===== config.mk =====
export PLATFORM = sky130hd
export DESIGN_NAME = audio_i2s_tx
export DESIGN_NICKNAME = d
export VERILOG_FILES = /design/src/rtl/audio_i2s_tx.sv
export SDC_FILE = /design/constraint.sdc
export NUM_CORES = 1
export LEC_CHECK = 0
export CAP_MARGIN = 20
export CORE_ASPECT_RATIO = 2
export CORE_MARGIN = 2
export CORE_UTILIZATION = 25
export CTS_BUF_LIST = sky130_fd_sc_hd__clkbuf_8
export DETAILED_ROUTE_END_ITERATION = 16
export PLACE_DENSITY = 0.38
export SKIP_CTS_REPAIR_TIMING = 1
export SLEW_MARGIN = 25
export SYNTH_ARGS = -nofsm -noshare
export SYNTH_HDL_FRONTEND = slang
export SYNTH_SLANG_ARGS = --single-unit

===== constraint.sdc =====
create_clock -name clk -period 2.8 [get_ports clk]
set_input_delay 0.28 -clock clk [delete_from_list [all_inputs] [get_ports clk]]
set_output_delay 0.28 -clock clk [all_outputs]
set_load 0.005 [all_outputs]

===== src/rtl/audio_i2s_tx.sv =====
// audio_i2s_tx: I2S transmitter and sample-rate master for the tone generator.
// A free-running clock divider produces BCLK. A bit counter walks each
// 2*SLOT_BITS-bit frame and drives LRCK. A one-clk `ena` strobe at the start
// of each frame asks the generator for a new stereo sample. The sample is
// captured one clk later and serialised MSB first with the standard I2S
// one-BCLK delay.
module audio_i2s_tx #(
    parameter int BCLK_HALF = 9,
    parameter int SLOT_BITS = 32
) (
    input  logic        clk,
    input  logic        rst_n,
    input  logic [23:0] l_data,
    input  logic [23:0] r_data,
    input  logic        mute,
    output logic        ena,
    output logic        bclk,
    output logic        lrck,
    output logic        sdata
);

    localparam int FRAME_BITS = 2 * SLOT_BITS;
    localparam int PAD_BITS   = SLOT_BITS - 24;
    localparam int DIV_W      = (BCLK_HALF > 1) ? $clog2(BCLK_HALF) : 1;
    localparam int BIT_W      = $clog2(FRAME_BITS);

    localparam logic [DIV_W-1:0] DIV_LAST = DIV_W'(BCLK_HALF - 1);
    localparam logic [BIT_W-1:0] BIT_LAST = BIT_W'(FRAME_BITS - 1);
    localparam logic [BIT_W-1:0] BIT_SLOT = BIT_W'(SLOT_BITS);
    localparam logic [BIT_W-1:0] BIT_ONE  = BIT_W'(1);

    logic [DIV_W-1:0]      r_div_cnt;
    logic                  r_bclk;
    logic [BIT_W-1:0]      r_bit;
    logic                  r_lrck;
    logic                  r_ena;
    logic [23:0]           r_l_hold;
    logic [23:0]           r_r_hold;
    logic [FRAME_BITS-1:0] r_shift;
    logic                  r_sdata;

    logic                  w_div_tc;
    logic                  w_fall;
    logic [BIT_W-1:0]      w_bit_next;
    logic [FRAME_BITS-1:0] w_frame;

    // The divider has reached its terminal count, so BCLK toggles this cycle.
    assign w_div_tc   = (r_div_cnt == DIV_LAST);
    // BCLK is currently high and is about to fall. All data changes happen here.
    assign w_fall     = w_div_tc & r_bclk;
    assign w_bit_next = (r_bit == BIT_LAST) ? '0 : (r_bit + BIT_ONE);
    // Frame image: each slot carries 24 sample bits, MSB first, then zero padding.
    assign w_frame    = {r_l_hold, {PAD_BITS{1'b0}}, r_r_hold, {PAD_BITS{1'b0}}};

    // BCLK divider: BCLK toggles every BCLK_HALF clk cycles.
    always_ff @(posedge clk or negedge rst_n) begin
        if (!rst_n) begin
            r_div_cnt <= '0;
            r_bclk    <= 1'b0;
        end else if (w_div_tc) begin
            r_div_cnt <= '0;
            r_bclk    <= ~r_bclk;
        end else begin
            r_div_cnt <= r_div_cnt + DIV_W'(1);
        end
    end

    // Bit position, word select and frame-start strobe advance on falling BCLK.
    always_ff @(posedge clk or negedge rst_n) begin
        if (!rst_n) begin
            r_bit  <= BIT_LAST;
            r_lrck <= 1'b1;
            r_ena  <= 1'b0;
        end else begin
            r_ena <= w_fall && (w_bit_next == '0);
            if (w_fall) begin
                r_bit  <= w_bit_next;
                r_lrck <= (w_bit_next >= BIT_SLOT);
            end
        end
    end

    // Capture the generator's sample (or silence) one clk after the strobe.
    always_ff @(posedge clk or negedge rst_n) begin
        if (!rst_n) begin
            r_l_hold <= '0;
            r_r_hold <= '0;
        end else if (r_ena) begin
            r_l_hold <= mute ? 24'd0 : l_data;
            r_r_hold <= mute ? 24'd0 : r_data;
        end
    end

    // Serialiser. At b=1 the frame image loads and its MSB goes straight out,
    // so the register keeps only the bits that are still to be sent. On every
    // other falling edge the next stored bit is shifted out. At b=0 that bit is
    // the final pad zero of the frame that is ending.
    always_ff @(posedge clk or negedge rst_n) begin
        if (!rst_n) begin
            r_shift <= '0;
            r_sdata <= 1'b0;
        end else if (w_fall) begin
            if (w_bit_next == BIT_ONE) begin
                r_sdata <= w_frame[FRAME_BITS-1];
                r_shift <= {w_frame[FRAME_BITS-2:0], 1'b0};
            end else begin
                r_sdata <= r_shift[FRAME_BITS-1];
                r_shift <= {r_shift[FRAME_BITS-2:0], 1'b0};
            end
        end
    end

    assign ena   = r_ena;
    assign bclk  = r_bclk;
    assign lrck  = r_lrck;
    assign sdata = r_sdata;

endmodule


-- Yosys cells after proc, flatten, opt, wreduce, memory -nomap -nowiden
Index checks and enable logic that the tools add are counted.
- register bits: 126
- input port bits: 51
- output and inout bits: 4
- logic and storage cells: 25
- add/sub/neg operators: 2
- magnitude comparators: 1
- equality and inequality tests: 3
- mux-type cells: 6
- bitwise logic cells: 2
- reduce and logical (&&, ||, !) cells: 2
- operators by type and width (cell ; count):
    $mux 64 ; 1
    $mux 24 ; 2
    $add 6x1->6 const B ; 1
    $eq 6x1->1 const B ; 1
    $eq 6x6->1 const B ; 1
    $ge 6x6->1 const B ; 1
    $logic_not 6->1 ; 1
    $mux 6 ; 1
    $add 4x1->4 const B ; 1
    $eq 4x4->1 const B ; 1
    $mux 4 ; 1
    $and 1x1->1 ; 1
    $logic_and 1x1->1 ; 1
    $mux 1 ; 1
    $not 1->1 ; 1

-- Depth between registers and ports, before layout
Gate-level depths: netlist (run 1).
- depth after elaboration: 4
- gate-level depth with buffers: 9
- depth with buffers taken out: 6

-- Worst setup path before layout (run 1)
OpenSTA, ideal clock, no wires.
- path type: flip-flop to flip-flop
- from: register r_bit[0]
- to: register r_shift[10]
- library setup time: 128 ps
- data arrival time: 1978 ps
- data required time: 2672 ps
- slack: 694 ps
- stages on the path, launching flop included: 8
- path buffers: 2
- clock period less this slack: 2106 ps
- cell sequence: dfstp_2 -> ha_1 -> nand3_1 -> a2bb2oi_2 -> buf_4 -> clkbuf_1 -> a2111oi_2 -> nor2_1
- word-level cells in the longest chain between the ends: 4
- elaborated cells on any way between the ends: 5
- those cells by class: add/sub (1); eq/ne (2); mux (2)
- ends and longest elaborated chain (element ; line ; text):
    start: declaration ; 34 ; logic [BIT_W-1:0] r_bit;
    start signal: assignment ; 77 ; r_bit <= w_bit_next;
    $add 6x1->6 / $eq 6x6->1 (equally long branches) ; 51 ; assign w_bit_next = (r_bit == BIT_LAST) ? '0 : (r_bit + BIT_ONE);
    $mux 6 * ; 51 ;
    $eq 6x1->1 * ; 103 ; if (w_bit_next == BIT_ONE) begin
    $mux 64 * ; 103 ;
    end signal: assignment ; 105 ; r_shift <= {w_frame[FRAME_BITS-2:0], 1'b0};
    end signal: assignment ; 108 ; r_shift <= {r_shift[FRAME_BITS-2:0], 1'b0};
    end: declaration ; 39 ; logic [FRAME_BITS-1:0] r_shift;
Mark *: on every way between the ends. The rest lies on a longest branch, timed or not.
A chain may end at the register's enable or synchronous reset.

-- Final worst setup path (run 1)
- from: register r_bit[2]
- to: register r_shift[28]
The elaborated chain is that of the path after synthesis.

==> flow_metrics.py, run 1 <==
metrics = {
    "clock_tree": {
        "cts_sinks": 117,
        "cts-root-buf": "clkbuf_8",
        "clock_latency_ns": 0.46,
        "cts_buffer_depth": 2,
        "path_clk_slew_ns": 0.08,
        "tritoncts": "built",
        "cts_buffers": 17,
        "htree_levels": 4,
    },
    "grt": {
        "grt_max_degree": 64,
        "grt_pass1_wl_mm": 28.64,
        "met3_usage_pct": 3.045,
        "gr-total-overflow": 0,
        "grt_pass1_vias": 5472,
        "busiest_layer": "met2",
        "grtUsageMet1_pct": 15.27,
        "grt_util_all_layers_pct": 13.80,
        "antenna_found_initial": 0,
        "grt_use_met2_pct": 24.57,
    },
    "layout": {
        "stdcell_count": 1074,
        "fill_cells": 2665,
        "area_growth_pct": 21.66,
        "diodes": 0,
        "fin_nets": 782,
        "drive_above_1_share_pct": 12.47,
        "area.sequential_um2": 2938,
        "multi_input_area_um2": 2975,
    },
    "routing": {
        "postRouteAntennaNets": 0,
        "vias": 5359,
        "wl_mm": 17.47,
        "wire_per_inst_um": 16.27,
        "vias_per_cell": 4.990,
        "remaining_drc_errors": 0,
        "dr.pass1.iters": 5,
        "drtIter0Drc": 301,
    },
    "timing": {
        "fin_tns_setup_ns": 0,
        "maxSlewViolCount": 0,
        "tightest_slew_ns": 0.6179,
        "rsz0062_at_grt": "false",
        "max_freq_ghz": 0.4137,
        "min_period_ns": 2.417,
        "fin_worst_skew_ns": 0.01017,
        "final-setup-viol-count": 0,
        "max-slew-margin-rel_pct": 58.81,
        "hold_violations": 0,
        "period_share_pct": 86.33,
    },
    "logic_synthesis": {
        "synth_nets": 756,
        "ys_seq_elements": 117,
        "yosys_warnings": 0,
        "synth_area_um2": 6406,
        "synth-compound-area-share_pct": 27.25,
        "synth_top_family_by_area": "compound AO/OA/AOI/OAI gates",
        "synth_cell_type_count": 37,
        "netlist_instances": 700,
        "yosysSeqAreaShare_pct": 45.84,
        "synthXorXnorAreaFrac_pct": 0.8008,
        "avgSynthCellArea_um2": 9.152,
        "synth_edf_count": 0,
        "synth.mux.area_fraction_pct": 0.1758,
        "yosys.area_share.simple_pct": 16.74,
        "async_flop_share_pct": 100.0,
        "synthAdderAreaFrac_pct": 0.9766,
        "synthFlopType": "dfrtp_1",
    },
    "place": {
        "hpwl_mm": 11.03,
        "place_congestion": 0.7872,
        "portBuffers": 54,
        "dp.cells": 1042,
    },
    "power": {
        "p_leak_nw": 2.752,
        "ir_drop_mv": 0.2089,
        "power_density_nw_per_um2": 457.5,
    },
    "worst_setup_path": {
        "ff2ff_setup_slack_ns": 0.38,
        "r2r_cells": 5,
        "startpoint_type": "register",
        "cp.required_ns": 3.13,
        "crit_arrival_ns": 2.75,
        "path_max_fanout": 37,
        "worstSetupPathType": "reg2reg",
        "r2r_start": "r_bit[2]",
        "endpoint_kind": "register",
        "regToRegEndpoint": "r_shift[28]",
    },
    "floorplan": {
        "fp.coreArea_um2": 25140,
        "ios": 55,
        "dieWidth_um": 117.2,
        "die-area_um2": 27000,
        "dieHeight_um": 230.4,
        "rows": 82,
        "initial_core_util_pct": 25.49,
    },
    "hold_path": {
        "hold_path.class": "in2async",
    },
    "outcome": {
        "status": "finished, final reports clean",
    },
    "job": {
        "maxCapViolations": 0,
    },
}
[synthesized netlist by cell type (all sizes together) (11+ instances only)]
library cell / number / area, µm²
a311o: 47 / 470.5
a211oi: 48 / 365.3
buf: 21 / 125.1
inv: 52 / 195.2
o21ai: 54 / 270.3
a2111oi: 48 / 526.8
a21oi: 11 / 55.05
nand3b: 48 / 360.4
clkbuf: 55 / 206.5
nand2: 26 / 97.59
dfrtp: 110 / 2753
nor2: 143 / 536.8
[routing by layer]
metal / share of wire [%] / up-vias
li1: - / 2584
met1: 41 / 2664
met2: 54 / 88
met3: 3.0 / 23
met4: 2.5 / 0
met5: 0 / -
[report_power, final]
part	leakage (nW)	internal [mW]	total, mW	switching (mW)
sequential	1.10	1.69	1.69	0
combinational	1.43	0.0765	0.132	0.0555
clock	0.225	1.02	1.74	0.719
total	2.75	2.79	3.57	0.775
[cell families after synthesis]
family / Yosys count
muxes: 1
adders and majority gates: 5
and+or+nand+nor: 229
buffers and inverters: 128
xor gates and xnor gates: 5
DFF: 117
AOI/OAI and AO/OA: 215
[metrics by stage]
stage	utilization, %	power, mW	hold slack, ns	instance area, µm²	setup slack (ns)
after floorplan	-	1.738	-0.01559	6406	0.6940
after global placement	29.25	1.856	0.2382	7352	0.4129
after detailed placement	29.25	1.858	0.2383	7352	0.4097
after CTS	30.97	3.645	-0.2943	7784	0.4101
after global routing	31.01	3.716	0.3000	7794	0.1855
final	31.01	3.565	0.2857	7794	0.3826
[cell type report]
| cell class | instances | share of cell area [%] |
|---|---|---|
| multi-input combinational | 455 | 38.18 |
| sequential | 117 | 37.69 |
| timing repair buffer | 83 | 10.69 |
| tap | 336 | 5.394 |
| clock buffer | 20 | 3.532 |
| inverter | 52 | 2.504 |
| clock inverter | 11 | 2.007 |
[registers in the layout, indices dropped and copies added, names as in the netlist]
signal / flops
sdata: 1
r_r_hold: 24
lrck: 1
r_div_cnt: 4
r_shift: 55
r_l_hold: 24
r_bit: 6
bclk: 1
ena: 1
[critical path, cell delays in order, from the launching register on]
cell and delay [ns]:
dfstp_2 0.65, nand4_1 0.16, or4_4 0.67, buf_12 0.26, a2111oi_0 0.46, nor2_1 0.08
[worst max path at each step]
stage / startpoint / to / depth (start not counted)
after CTS: r_bit[2] / r_shift[28] / 5
final: r_bit[2] / r_shift[28] / 5
after global routing: r_bit[1] / r_shift[17] / 6
after detailed placement: r_bit[0] / r_shift[28] / 5
after floorplan: r_bit[0] / r_shift[10] / 7
after global placement: r_div_cnt[0] / r_shift[35] / 6
[cell usage in the layout, fill, tap and decap left out, drive strengths merged, types with 2 or more instances in the layout]
cell           instances
a2111oi               48
ha                     5
nand3b                48
a21oi                 11
inv                   53
dfstp                  7
nand2                 26
and3                   3
bufinv                 4
clkinv                 5
dfrtp                110
buf                   29
a211oi                48
nor2                 143
nand3                  3
clkdlybuf4s50         53
clkbuf                20
o21ai                 54
xnor2                  4
a311o                 47
o31ai                  2
Power figures use the tool's default switching activity.
==> run 2: changes to the inputs <==
- CTS_BUF_LIST: sky130_fd_sc_hd__clkbuf_8 -> unset
==> run 2 against run 1 <==
Global-route usage barely moved. Sequential share of layout area shrank 0.90 points. Clock-buffer cell count grew 1. Combinational power about the same. Critical path depth stayed put. Non-clock buffer count unchanged. Die area unchanged. Setup slack got worse by 0.0098 ns. Clock power grew 34%. Worst hold slack better by 0.035 ns. Largest cell class unchanged. Highest routed layer unchanged.
==> flow_metrics.py, run 2 (synthesis results as in run 1) <==
metrics = {
    "clock_tree": {
        "cts_buffer_depth": 2,
        "path_clk_slew_ns": 0.05,
        "htree_levels": 4,
        "cts_sinks": 117,
        "cts_buffers": 17,
        "clock_latency_ns": 0.43,
        "cts-root-buf": "clkbuf_16",
        "tritoncts": "built",
    },
    "layout": {
        "largest_reg_flops": 55,
        "reg_top3": "r_shift x55, r_l_hold x24, r_r_hold x24",
        "drive_above_1_share_pct": 12.47,
        "area_growth_pct": 24.65,
        "fin_area_um2": 7985,
        "top_register": "r_shift",
        "layout_commonest_cell": "nor2_1",
        "diodes": 0,
        "layout_common_cells": "143 x nor2_1, 109 x dfrtp_1, 54 x o21ai_0, 53 x clkdlybuf4s50_1, 52 x inv_1",
        "fin_nets": 782,
        "post-route-util_pct": 31.77,
    },
    "timing": {
        "whs_ns": 0.3206,
        "final-setup-viol-count": 0,
        "rsz0062_at_grt": "false",
        "fin_tns_setup_ns": 0,
        "fin_worst_skew_ns": 0.008283,
        "period_share_pct": 86.69,
        "maxSlewViolCount": 0,
        "min_period_ns": 2.427,
        "tightest_slew_ns": 0.6229,
        "max_freq_ghz": 0.4120,
        "hold_violations": 0,
        "max-slew-margin-rel_pct": 58.48,
    },
    "grt": {
        "gr-total-overflow": 0,
        "grt_max_degree": 64,
        "antenna_found_initial": 0,
        "grt_util_all_layers_pct": 13.84,
        "grt_pass1_wl_mm": 28.74,
        "grt_pass1_vias": 5513,
    },
    "floorplan": {
        "dieHeight_um": 230.4,
        "fp.coreArea_um2": 25140,
        "die-area_um2": 27000,
        "rows": 82,
        "dieWidth_um": 117.2,
        "ios": 55,
        "initial_core_util_pct": 25.49,
    },
    "worst_setup_path": {
        "cp_top_family": "simple AND/OR/NAND/NOR gates",
        "startpoint_type": "register",
        "crit_arrival_ns": 2.72,
        "worstSetupPathType": "reg2reg",
        "ff2ff_setup_slack_ns": 0.37,
        "cp_slowest_cell": "or4_4",
        "cpPeakStageDelay_ns": 0.67,
        "cp.required_ns": 3.09,
        "path_buf_inv": 1,
        "endpoint_kind": "register",
        "path_max_fanout": 37,
        "path_cells": "nand4_1, or4_4, buf_12, a2111oi_0, nor2_1",
    },
    "job": {
        "maxCapViolations": 0,
    },
    "routing": {
        "drtIter0Drc": 274,
        "postRouteAntennaNets": 0,
        "remaining_drc_errors": 0,
        "vias": 5368,
        "wl_mm": 17.47,
        "wire_per_inst_um": 16.27,
        "vias_per_cell": 4.998,
        "dr.pass1.iters": 5,
    },
    "hold_path": {
        "hold_path.class": "in2async",
    },
    "power": {
        "p_leak_nw": 2.835,
        "power_density_nw_per_um2": 521.3,
        "ir_drop_mv": 0.3609,
    },
    "place": {
        "dpl_cell_area_um2": 7352,
        "hpwl_mm": 11.03,
        "place_congestion": 0.7872,
        "portBuffers": 54,
    },
    "outcome": {
        "status": "finished, final reports clean",
    },
}
[run 2: path summary, 6_finish.rpt]
kind / from / endpoint / cells past startpoint
min in group clk: r_data[13] / r_r_hold[13] / 3
worst min register to register: lrck / lrck / 2
worst max-delay path: r_bit[2] / r_shift[28] / 5
max in group asynchronous: rst_n / ena / 3
worst min-delay path: rst_n / r_r_hold[0] / 2
worst max register to register: r_bit[2] / r_shift[28] / 5
[run 2: cell type report]
class	count	area (µm²)
Tap cell	336	420.4
Fill cell	2632	17150
Sequential cell	117	2938
Multi-Input combinational cell	455	2975
Clock inverter	10	152.6
Timing Repair Buffer	83	833.3
Clock buffer	21	470.5
Inverter	52	195.2
[run 2: worst register-to-register path, delay by kind of cell (launching register included)]
family,cells,cell delay [ns]
DFF,1,0.64
and+or+nand+nor,3,0.91
AOI/OAI and AO/OA,1,0.47
buffers and inverters,1,0.28
[run 2: power by group]
part | switching [mW] | total (mW) | leakage [nW] | internal [mW]
combinational | 0.0553 | 0.132 | 1.43 | 0.0765
clock | 0.794 | 2.34 | 0.308 | 1.54
sequential | 0 | 1.69 | 1.10 | 1.69
total | 0.849 | 4.16 | 2.84 | 3.31
[run 2: metal layers]
| metal | routed length [µm] | vias to the layer above | GRT usage [%] |
|---|---|---|---|
| li1 | - | 2589 | - |
| met1 | 7007 | 2654 | 15.35 |
| met2 | 9495 | 109 | 24.78 |
| met3 | 635 | 16 | 3.597 |
| met4 | 332 | 0 | 5.037 |
| met5 | 0 | - | 0 |
[run 2: metrics by stage]
step	power, mW	setup slack (ns)	cells
global route	4.329	0.1859	1074
CTS	4.248	0.4107	1073
detailed placement	1.858	0.4097	1042
floorplan	1.738	0.6940	700
global placement	1.856	0.4129	1042
finish	4.163	0.3728	1074
